File: src/rtl/reg_bus_arbiter.sv
// Two-master arbiter for a single register-file port.
// Each master gets a one-deep request slot; requests are granted round-robin
// and serialised onto the register bus. Read data is returned to the owning
// master together with a one-cycle valid pulse.
module reg_bus_arbiter #(
    parameter int AW         = 8,
    parameter int DW         = 8,
    parameter int RD_LATENCY = 0
) (
    input  logic          clk,
    input  logic          rst,
    input  logic [AW-1:0] m0_addr,
    input  logic [DW-1:0] m0_wdata,
    input  logic          m0_wr,
    input  logic          m0_rd,
    output logic [DW-1:0] m0_rdata,
    output logic          m0_rvalid,
    output logic          m0_busy,
    input  logic [AW-1:0] m1_addr,
    input  logic [DW-1:0] m1_wdata,
    input  logic          m1_wr,
    input  logic          m1_rd,
    output logic [DW-1:0] m1_rdata,
    output logic          m1_rvalid,
    output logic          m1_busy,
    output logic [AW-1:0] reg_addr,
    output logic [DW-1:0] reg_wdata,
    output logic          reg_wr,
    output logic          reg_rd,
    input  logic [DW-1:0] reg_rdata,
    output logic [1:0]    ovf,
    input  logic          ovf_clr
);

    typedef enum logic [1:0] {
        IDLE  = 2'd0,
        ISSUE = 2'd1,
        WAIT  = 2'd2,
        RESP  = 2'd3
    } state_t;

    // Bus-side state
    state_t        state_q, state_d;
    logic          owner_q, owner_d;
    logic          last_q, last_d;
    logic          cur_wr_q, cur_wr_d;
    logic [1:0]    cnt_q, cnt_d;
    logic [AW-1:0] reg_addr_q, reg_addr_d;
    logic [DW-1:0] reg_wdata_q, reg_wdata_d;

    // Per-master request slots, read data and overflow flags
    logic [1:0]    pend_q, pend_d;
    logic [AW-1:0] slot_addr_q [2];
    logic [AW-1:0] slot_addr_d [2];
    logic [DW-1:0] slot_wdata_q [2];
    logic [DW-1:0] slot_wdata_d [2];
    logic [1:0]    slot_wr_q, slot_wr_d;
    logic [DW-1:0] rdata_q [2];
    logic [DW-1:0] rdata_d [2];
    logic [1:0]    ovf_q, ovf_d;

    // Per-master views of the input ports and derived request terms
    logic [AW-1:0] in_addr [2];
    logic [DW-1:0] in_wdata [2];
    logic [1:0]    in_wr, in_rd;
    logic [1:0]    strobe, busy, accept, ovf_set, req, req_wr;
    logic [AW-1:0] req_addr [2];
    logic [DW-1:0] req_wdata [2];

    logic in_service;
    logic grant_en;
    logic win;
    logic rd_capture;

    assign in_addr[0]  = m0_addr;
    assign in_addr[1]  = m1_addr;
    assign in_wdata[0] = m0_wdata;
    assign in_wdata[1] = m1_wdata;
    assign in_wr       = {m1_wr, m0_wr};
    assign in_rd       = {m1_rd, m0_rd};

    // Owner stays busy through ISSUE/WAIT; RESP already frees it so a new
    // strobe can land in the rvalid cycle.
    assign in_service = (state_q == ISSUE) || (state_q == WAIT);

    generate
        for (genvar gi = 0; gi < 2; gi++) begin : g_master
            localparam logic ID = 1'(gi);
            assign strobe[gi]    = in_wr[gi] | in_rd[gi];
            assign busy[gi]      = pend_q[gi] | (in_service && (owner_q == ID));
            assign accept[gi]    = strobe[gi] & ~busy[gi];
            // Dropped strobe, or a read lost to a simultaneous write.
            assign ovf_set[gi]   = (strobe[gi] & busy[gi]) | (in_wr[gi] & in_rd[gi]);
            // An empty slot is bypassed so an idle arbiter can grant at once.
            assign req[gi]       = pend_q[gi] | accept[gi];
            assign req_addr[gi]  = pend_q[gi] ? slot_addr_q[gi]  : in_addr[gi];
            assign req_wdata[gi] = pend_q[gi] ? slot_wdata_q[gi] : in_wdata[gi];
            assign req_wr[gi]    = pend_q[gi] ? slot_wr_q[gi]    : in_wr[gi];
        end
    endgenerate

    assign grant_en   = (state_q == IDLE) && (req != 2'b00);
    assign win        = (req == 2'b11) ? ~last_q : req[1];
    assign rd_capture = ((state_q == ISSUE) && !cur_wr_q && (RD_LATENCY == 0)) ||
                        ((state_q == WAIT) && (cnt_q == 2'd1));

    // Next-state and bus-side register loads for the access sequencer
    always_comb begin
        state_d     = state_q;
        owner_d     = owner_q;
        last_d      = last_q;
        cur_wr_d    = cur_wr_q;
        cnt_d       = cnt_q;
        reg_addr_d  = reg_addr_q;
        reg_wdata_d = reg_wdata_q;
        case (state_q)
            IDLE: begin
                if (grant_en) begin
                    owner_d     = win;
                    last_d      = win;
                    cur_wr_d    = req_wr[win];
                    reg_addr_d  = req_addr[win];
                    reg_wdata_d = req_wdata[win];
                    state_d     = ISSUE;
                end
            end
            ISSUE: begin
                if (cur_wr_q) begin
                    state_d = IDLE;
                end else if (RD_LATENCY == 0) begin
                    state_d = RESP;
                end else begin
                    state_d = WAIT;
                    cnt_d   = 2'(RD_LATENCY);
                end
            end
            WAIT: begin
                cnt_d = cnt_q - 2'd1;
                if (cnt_q == 2'd1) begin
                    state_d = RESP;
                end
            end
            RESP: begin
                state_d = IDLE;
            end
            default: begin
                state_d = IDLE;
            end
        endcase
    end

    // Slot capture/release, read-data capture and sticky overflow update
    always_comb begin
        pend_d    = pend_q;
        slot_wr_d = slot_wr_q;
        for (int i = 0; i < 2; i++) begin
            slot_addr_d[i]  = slot_addr_q[i];
            slot_wdata_d[i] = slot_wdata_q[i];
            rdata_d[i]      = rdata_q[i];
            if (grant_en && (win == 1'(i))) begin
                pend_d[i] = 1'b0;
            end else if (accept[i]) begin
                pend_d[i]       = 1'b1;
                slot_addr_d[i]  = in_addr[i];
                slot_wdata_d[i] = in_wdata[i];
                slot_wr_d[i]    = in_wr[i];
            end
            if (rd_capture && (owner_q == 1'(i))) begin
                rdata_d[i] = reg_rdata;
            end
        end
        ovf_d = (ovf_q & ~{2{ovf_clr}}) | ovf_set;
    end

    // State register; asynchronous reset aborts any in-flight access
    always_ff @(posedge clk or posedge rst) begin
        if (rst) begin
            state_q     <= IDLE;
            owner_q     <= 1'b0;
            last_q      <= 1'b1;
            cur_wr_q    <= 1'b0;
            cnt_q       <= 2'd0;
            reg_addr_q  <= '0;
            reg_wdata_q <= '0;
            pend_q      <= 2'b00;
            slot_wr_q   <= 2'b00;
            ovf_q       <= 2'b00;
            for (int i = 0; i < 2; i++) begin
                slot_addr_q[i]  <= '0;
                slot_wdata_q[i] <= '0;
                rdata_q[i]      <= '0;
            end
        end else begin
            state_q     <= state_d;
            owner_q     <= owner_d;
            last_q      <= last_d;
            cur_wr_q    <= cur_wr_d;
            cnt_q       <= cnt_d;
            reg_addr_q  <= reg_addr_d;
            reg_wdata_q <= reg_wdata_d;
            pend_q      <= pend_d;
            slot_wr_q   <= slot_wr_d;
            ovf_q       <= ovf_d;
            for (int i = 0; i < 2; i++) begin
                slot_addr_q[i]  <= slot_addr_d[i];
                slot_wdata_q[i] <= slot_wdata_d[i];
                rdata_q[i]      <= rdata_d[i];
            end
        end
    end

    assign reg_addr  = reg_addr_q;
    assign reg_wdata = reg_wdata_q;
    assign reg_wr    = (state_q == ISSUE) &&  cur_wr_q;
    assign reg_rd    = (state_q == ISSUE) && !cur_wr_q;
    assign m0_rdata  = rdata_q[0];
    assign m1_rdata  = rdata_q[1];
    assign m0_rvalid = (state_q == RESP) && (owner_q == 1'b0);
    assign m1_rvalid = (state_q == RESP) && (owner_q == 1'b1);
    assign m0_busy   = busy[0];
    assign m1_busy   = busy[1];
    assign ovf       = ovf_q;

endmodule

File: config.mk
export PLATFORM = sky130hd
export DESIGN_NAME = reg_bus_arbiter
export DESIGN_NICKNAME = d
export VERILOG_FILES = /design/src/rtl/reg_bus_arbiter.sv
export SDC_FILE = /design/constraint.sdc
export NUM_CORES = 1
export LEC_CHECK = 0
export ABC_AREA = 0
export BUFFER_PORTS_ARGS = -buffer_cell sky130_fd_sc_hd__buf_2
export CORE_MARGIN = 2
export CORE_UTILIZATION = 24
export DETAILED_ROUTE_END_ITERATION = 16
export HOLD_SLACK_MARGIN = 0.15
export SYNTH_ARGS = -nofsm -noshare
export SYNTH_HDL_FRONTEND = slang
export SYNTH_SLANG_ARGS = --single-unit
File: constraint.sdc
create_clock -name clk -period 2.6 [get_ports clk]
set_clock_uncertainty 0.05 [all_clocks]
set_input_delay 0.78 -clock clk [delete_from_list [all_inputs] [get_ports clk]]
set_output_delay 0.78 -clock clk [all_outputs]
set_load 0.01 [all_outputs]
Word-level counts from Yosys, hierarchy flattened:

Index checks and enable logic that the tools add are counted.

* add/sub/neg operators: 1
* order comparisons: 2
* equal/unequal tests: 7
* mux-type cells: 23
* bitwise logic cells: 25
* reductions and logical operators: 23

Operators by type and width (count)
* $mux 8: 10
* $logic_and 1x1->1: 12
* $mux 1: 9
* $or 1x1->1: 8
* $pmux 2 s4: 1
* $reduce_and 2->1: 4
* $not 1->1: 7
* $and 1x1->1: 6
* $eq 2x2->1 const B: 3
* $mux 2: 3
* $reduce_bool 2->1: 3
* $eq 2x1->1 const B: 2
* $and 2x2->2: 1
* $ge 2x2->1 const B: 1
* $logic_not 2->1: 1
* $logic_or 1x1->1: 2
* $lt 1x2->1 const B: 1
* $ne 2x1->1 const B: 1
* $ne 2x2->1 const B: 1
* $not 1->2: 1
* $not 2->2: 1
* $or 2x2->2: 1
* $sub 2x1->2 const B: 1
* $logic_not 1->1: 1

* register bits: 77
* output and inout bits: 40
* logic and storage cells: 99

Depth between registers and ports, before layout:

Gate-level depths: netlist (run 1).

* depth after elaboration: 13
* gate-level depth with buffers: 9
* mapped depth without buffers: 7

Worst setup path after synthesis (run 1):

No wires, ideal clock.

* kind: in2reg
* start: in m0_rd
* end: reg slot_addr_q[0] (netlist bit)
* setup time: 125 ps
* arrival time: 2055 ps
* required time: 2425 ps
* setup slack: 370 ps
* stages on the path: 6
* path buffers: 2
* cells stage by stage: or2_4 -> a211o_1 -> and3b_1 -> buf_6 -> buf_12 -> mux2_4

* longest elaborated chain between the ends: 8

RTL lines
* start: declaration: RTL line 15 `input logic m0_rd,`
* $or 1x1->1 *: RTL line 89 `assign strobe[gi] = in_wr[gi] | in_rd[gi];`
* $and 1x1->1 *: RTL line 91 `assign accept[gi] = strobe[gi] & ~busy[gi];`
* $or 1x1->1 *: RTL line 95 `assign req[gi] = pend_q[gi] | accept[gi];`
* $eq 2x2->1 or $reduce_bool 2->1 (tied branches): RTL line 103, 102
* $mux 1 or $logic_and 1x1->1 (tied branches): RTL line 103, 102
* $logic_and 1x1->1 *: RTL line 160 `if (grant_en && (win == 1'(i))) begin`
* $not 1->1 (no line) *
* $reduce_and 2->1 (no line) *
* end signal: indexed assignment: RTL line 205 `slot_addr_q[i] <= slot_addr_d[i];`
* end: declaration: RTL line 53 `logic [AW-1:0] slot_addr_q [2];`

Mark *: on every way between the ends. The rest lies on a longest branch, timed or not.
A chain may end at the register's enable or synchronous reset.

Worst setup path after layout (run 1):

* start: reg state_q[1]
* end: out m0_busy

* longest elaborated chain between the ends: 4

RTL lines
* start: declaration: RTL line 43 `state_t state_q, state_d;`
* start signal: assignment: RTL line 194 `state_q <= state_d;`
* $eq 2x1->1 or $eq 2x2->1 (tied branches): RTL line 84 `assign in_service = (state_q == ISSUE) || (state_q == WAIT);`
* $logic_or 1x1->1 *: RTL line 84
* $logic_and 1x1->1 *: RTL line 90 `assign busy[gi] = pend_q[gi] | (in_service && (owner_q == ID));`
* $or 1x1->1 *: RTL line 90
* end: declaration: RTL line 18 `output logic m0_busy,`

Marked as above.

==> metrics.yaml, run 1 <==
max_freq_mhz: 406
regToRegEndpoint: "reg_wdata[4]$_DFFE_PP0P_"
grt_pass1_vias: 2737
synth_top_area_share_pct: 51.1
rsz0062_at_grt: "false"
area_growth_pct: 28.0
post-place-ws_ns: 0.216
p_total_uw: 6700
final_util_pct: 31.4
synth_top_area_cell: "dfrtp_1"
ir_drop_uv: 424
syn-cell-area_um2: 3720
slew_headroom_pct: 56.5
dr_total_vias: 2624
rows: 45
grt_pass1_wl_um: 14600
grt_overflow_total: 0
ys_seq_area_share_pct: 51.9
path_buf_inv: 3
cts.path.max_buffers: 2
holdCritPathClass: "reg2reg"
yosysMostFrequentCell: "dfrtp_1"
vias_per_cell: 4.64
postSynthCellCount: 280
timing.final.crit_share_pct: 94.8
dieWidth_um: 128
setup_viol: 0
cellPowerDensity_nw_per_um2: 1410
start_util_pct: 24.6
ys_ff_latch: 77
ant_nets: 0
drt-wirelength-per-cell_um: 16.5
crit_type: "reg2out"
critical_path_required_ns: 1.77
synth_cell_type_count: 40
path_cells: "inv_1 > ha_4 > nand2b_4 > nor2b_1 > inv_1 > buf_2"
fin_crit_ns: 2.46
hold_buffers: 0
drive_gt1_share_pct: 48.5
critPathMostFrequentCell: "inv_1"
grt_max_degree: 28
synth_area_leaders: "dfrtp_1 (51%), mux2_2 (15%), a221o_1 (4.6%)"
reg2reg_depth: 6
critPathArrivalTime_ns: 1.63
drv_cap: 0
end_kind: "output port"
fin_nets: 424
core_area_um2: 15100
instances_no_fill: 565
clock_tree.root_cell: "clkbuf_16"
cts.sinks: 77
htree_levels: 3
leakagePower_uw: 0.00220
cts_tree: "yes"
track_usage_pct: 11.7
max_stage_delay_ns: 0.39
setup_tns_ns: 0
async_flop_share_pct: 100
tightest_slew_ns: 0.651
yosysWarnings: 0
port_buffers: 86
cts_made_buffers: 9
finalWorstSetupSlack_ns: 0.136
clkLatencyLatePin_ns: 0.34
cpLargestDelayFamily: "flip-flops"
dp.cells: 549
critical_path_depth: 6
synth_nets: 332
synth_ff_type: "dfrtp_1"
cpMaxStageDelayCell: "dfrtp_1"
synth_edf_count: 0
r2r-start: "state_q[1]$_DFFE_PP0P_"
synth_area_per_cell_um2: 13.3
path_clk_slew_ns: 0.06
route.detailed.drc: 0
critPathLaunchType: "register"
totalWireLength_um: 9300
status: "finished clean"
die_y_um: 128
dpl.hpwl_um: 6970
slew_viol_final: 0
crit_fanout: 4
hold_viol: 0
antenna_found_initial: 1
dr.pass1.iters: 4
cp-startpoint: "state_q[1]$_DFFE_PP0P_"
synth_common_cells: "dfrtp_1 (76), mux2_2 (49), a221o_1 (17), mux2i_1 (17), nor4_1 (17)"
ios: 87
crit_end: "m0_busy"
gp_congestion: 0.812
reg2reg_slack_ns: 0.40
first_iter_violations: 96
insertedDiodeCount: 0
dieArea_um2: 16500
registers in the layout (all words and copies together), names as in the netlist:
name and cells:
reg_wdata 8, cnt_q 2, m1_rdata 8, ovf 2, pend_q 2, owner_q 1, slot_wr_q 2, last_q 1
slot_wdata_q 16, m0_rdata 8, slot_addr_q 16, cur_wr_q 1, state_q 2, reg_addr 8
cell usage in the layout (no fill, tap or decap), drive strengths merged, types with 2 or more instances in the layout:
master | Yosys | routed
clkbuf | 5 | 9
mux2 | 66 | 66
a21oi | 11 | 11
a21o | 2 | 2
and2 | 2 | 2
mux2i | 17 | 17
nor2b | 4 | 4
nor4 | 17 | 17
a221o | 17 | 17
o2bb2ai | 2 | 2
or2 | 2 | 2
o21ai | 5 | 5
o211ai | 2 | 2
ha | 5 | 5
o21a | 2 | 2
nand2b | 2 | 2
dfrtp | 76 | 76
nor2 | 8 | 8
clkinvlp | 0 | 4
inv | 8 | 8
buf | 15 | 101
bufinv | 0 | 3
through the flow:
| stage | hold WS, ns | area, um^2 |
|---|---|---|
| CTS | 0.433 | 4750 |
| finish | 0.435 | 4760 |
| floorplan | 0.398 | 3720 |
| global route | 0.449 | 4760 |
| global placement | 0.413 | 4400 |
| detailed placement | 0.422 | 4400 |
worst register-to-register path: stages (launching register included):
cell	delay, ns
dfrtp_1	0.41
inv_1	0.15
ha_4	0.24
a2bb2oi_1	0.30
nor2_1	0.09
a21o_1	0.40
a221o_1	0.44
report_power, final:
part / total (uW) / internal (uW) / switching (uW)
combinational: 3030 / 1590 / 1440
clock: 1460 / 940 / 517
sequential: 2210 / 1830 / 387
total: 6700 / 4350 / 2350
layer usage:
layer  track usage (%)  vias to the layer above  wire, um
met5                 0                        -         7
met4              4.85                        2       167
met3              3.83                       14       385
met2              19.5                       53      4660
met1              14.0                     1324      4070
li1                  -                     1231         -
final cells by class:
type,count,area [um^2]
fillers,1508,10400
flip-flops and latches,77,1930
multi-input cells,175,1650
repair buffers,101,568
well taps,188,235
clock buffers,9,225
clock inverters,7,121
inverters,8,33.8
worst min-delay path by stage:
stage	startpoint	to	slack, ns	cells after the start
finish	cnt_q[0]$_DFFE_PP0P_	cnt_q[0]$_DFFE_PP0P_	0.44	1
global route	cnt_q[0]$_DFFE_PP0P_	cnt_q[0]$_DFFE_PP0P_	0.45	1
CTS	cnt_q[0]$_DFFE_PP0P_	cnt_q[0]$_DFFE_PP0P_	0.43	1
detailed placement	cnt_q[0]$_DFFE_PP0P_	cnt_q[0]$_DFFE_PP0P_	0.42	1
global placement	cnt_q[0]$_DFFE_PP0P_	cnt_q[0]$_DFFE_PP0P_	0.41	1
floorplan	cnt_q[0]$_DFFE_PP0P_	cnt_q[0]$_DFFE_PP0P_	0.40	1
kinds of logic after synthesis:
group / count (synthesis) / share of synthesized area [%]
xor+xnor: 1 / 0.236
buf+inv: 28 / 4.21
mux: 83 / 25.6
compound gates: 47 / 10.2
fa+ha+maj: 5 / 1.68
simple gates: 39 / 6.22
flops: 77 / 51.9
repair_timing:
| item | CTS | global route |
|---|---|---|
| gates resized for setup | 0 | 2 |
| buffers inserted | 0 | 0 |
| setup endpoints to repair | 0 | 1 |
Power figures use the tool's default switching activity.
==> run 2: changes to the inputs <==
CORE_ASPECT_RATIO = 0.5   (was unset)
==> run 2 against run 1 <==
  * Global-route usage decreased by 1.1 points
  * Clock-buffer cell count increased by 1
  * Via count decreased by 0.88%
  * Critical path depth unchanged
  * Power decreased by 2.6%
  * Fmax decreased by 0.31%
  * Critical path type unchanged
  * Largest power group unchanged
==> metrics.yaml, run 2 (synthesis gave the netlist of run 1 again) <==
port_buffers: 86
path_clk_slew_ns: 0.06
clock_tree.root_cell: "clkbuf_16"
reg2reg_depth: 7
rows: 32
cts_setup_buffers: 0
grt_max_degree: 27
antenna_found_initial: 1
layout_common_cells: "buf_2 (86), dfrtp_1 (76), mux2_2 (49)"
path_buf_inv: 3
totalWireLength_um: 8470
hold_viol: 0
fin_nets: 427
cts_tree: "yes"
hold_buffers: 0
crit_fanout: 4
grt_overflow_total: 0
dr.pass1.iters: 4
cellPowerDensity_nw_per_um2: 1370
holdCritPathClass: "in2async"
gp_congestion: 0.809
slew_viol_final: 0
r2r-start: "state_q[0]$_DFFE_PP0P_"
rsz0062_at_grt: "false"
die_y_um: 92.0
core_area_um2: 15300
timing.final.crit_share_pct: 95.1
cts_made_buffers: 9
crit_end: "m0_busy"
critPathArrivalTime_ns: 1.64
critical_path_required_ns: 1.77
tightest_slew_ns: 0.447
p_total_uw: 6530
reg_top3: "slot_addr_q (16), slot_wdata_q (16)"
route.detailed.drc: 0
cpLargestDelayFamily: "flip-flops"
status: "finished clean"
cts_resized: 0
multi_input_area_um2: 1650
cpMaxStageDelayCell: "dfrtp_1"
drt-wirelength-per-cell_um: 14.5
ir_drop_uv: 483
end_kind: "output port"
setup_viol: 0
regToRegEndpoint: "slot_addr_q[5]$_DFFE_PP0P_"
filler_cell_count: 1579
path_cells: "inv_1 > ha_4 > nand2b_4 > nor2b_2 > inv_1 > buf_2"
htree_levels: 3
final_common_cell: "buf_2"
first_iter_violations: 79
cp-startpoint: "state_q[0]$_DFFE_PP0P_"
instances_no_fill: 584
drv_cap: 0
register_area_um2: 1930
dr_total_vias: 2601
leakagePower_uw: 0.00219
cts.sinks: 77
dpl.hpwl_um: 6180
insertedDiodeCount: 0
drive_gt1_share_pct: 48.9
critical_path_depth: 6
track_usage_pct: 10.6
max_stage_delay_ns: 0.41
dieWidth_um: 180
critPathLaunchType: "register"
setup_tns_ns: 0
ant_nets: 0
ios: 87
grt_pass1_vias: 2702
start_util_pct: 24.3
fin_crit_ns: 2.47
max_freq_mhz: 405
cts.path.max_buffers: 2
dieArea_um2: 16600
vias_per_cell: 4.45
crit_type: "reg2out"
critPathMostFrequentCell: "inv_1"
reg2reg_slack_ns: 0.31
grt_pass1_wl_um: 13900
dp.cells: 568
area_growth_pct: 27.8
clkLatencyLatePin_ns: 0.33
slew_headroom_pct: 70.2
run 2: cell type report:
type / instances / area share, %
multi-input cells: 175 / 34.7
repair buffers: 104 / 12.2
clock inverters: 6 / 1.47
clock buffers: 10 / 5.03
well taps: 204 / 5.37
flip-flops and latches: 77 / 40.6
inverters: 8 / 0.711
run 2: worst min path at each step:
| stage | endpoint | slack, ns | depth (start not counted) |
|---|---|---|---|
| global route | slot_wdata_q[6]$_DFFE_PP0P_ | 0.34 | 2 |
| detailed placement | cnt_q[0]$_DFFE_PP0P_ | 0.42 | 1 |
| CTS | slot_wdata_q[6]$_DFFE_PP0P_ | 0.32 | 2 |
| floorplan | cnt_q[0]$_DFFE_PP0P_ | 0.40 | 1 |
| global placement | cnt_q[0]$_DFFE_PP0P_ | 0.42 | 1 |
| finish | slot_wdata_q[6]$_DFFE_PP0P_ | 0.33 | 2 |
run 2: through the flow:
step	util, %	instance area (um^2)	hold slack, ns	setup slack, ns
after floorplan	-	3720	0.398	0.370
after global placement	29.0	4430	0.416	0.250
after detailed placement	29.0	4430	0.419	0.198
after CTS	31.0	4740	0.324	0.0514
after global routing	31.1	4750	0.336	0.0370
final	31.1	4750	0.327	0.129
run 2: power by group:
part | internal (uW) | leakage [uW] | total [uW] | switching (uW)
Sequential | 1830 | 0.000912 | 2170 | 339
Combinational | 1620 | 0.00113 | 3070 | 1450
Clock | 778 | 0.000147 | 1300 | 518
run 2: routing by layer:
metal  GRT usage (%)  vias up  part of all wire, %
li1                -     1239                    -
met3            3.42       15                  4.8
met1            12.4     1303                   44
met5               0        -                 0.15
met4            3.97        2                  2.1
met2            18.2       42                   49
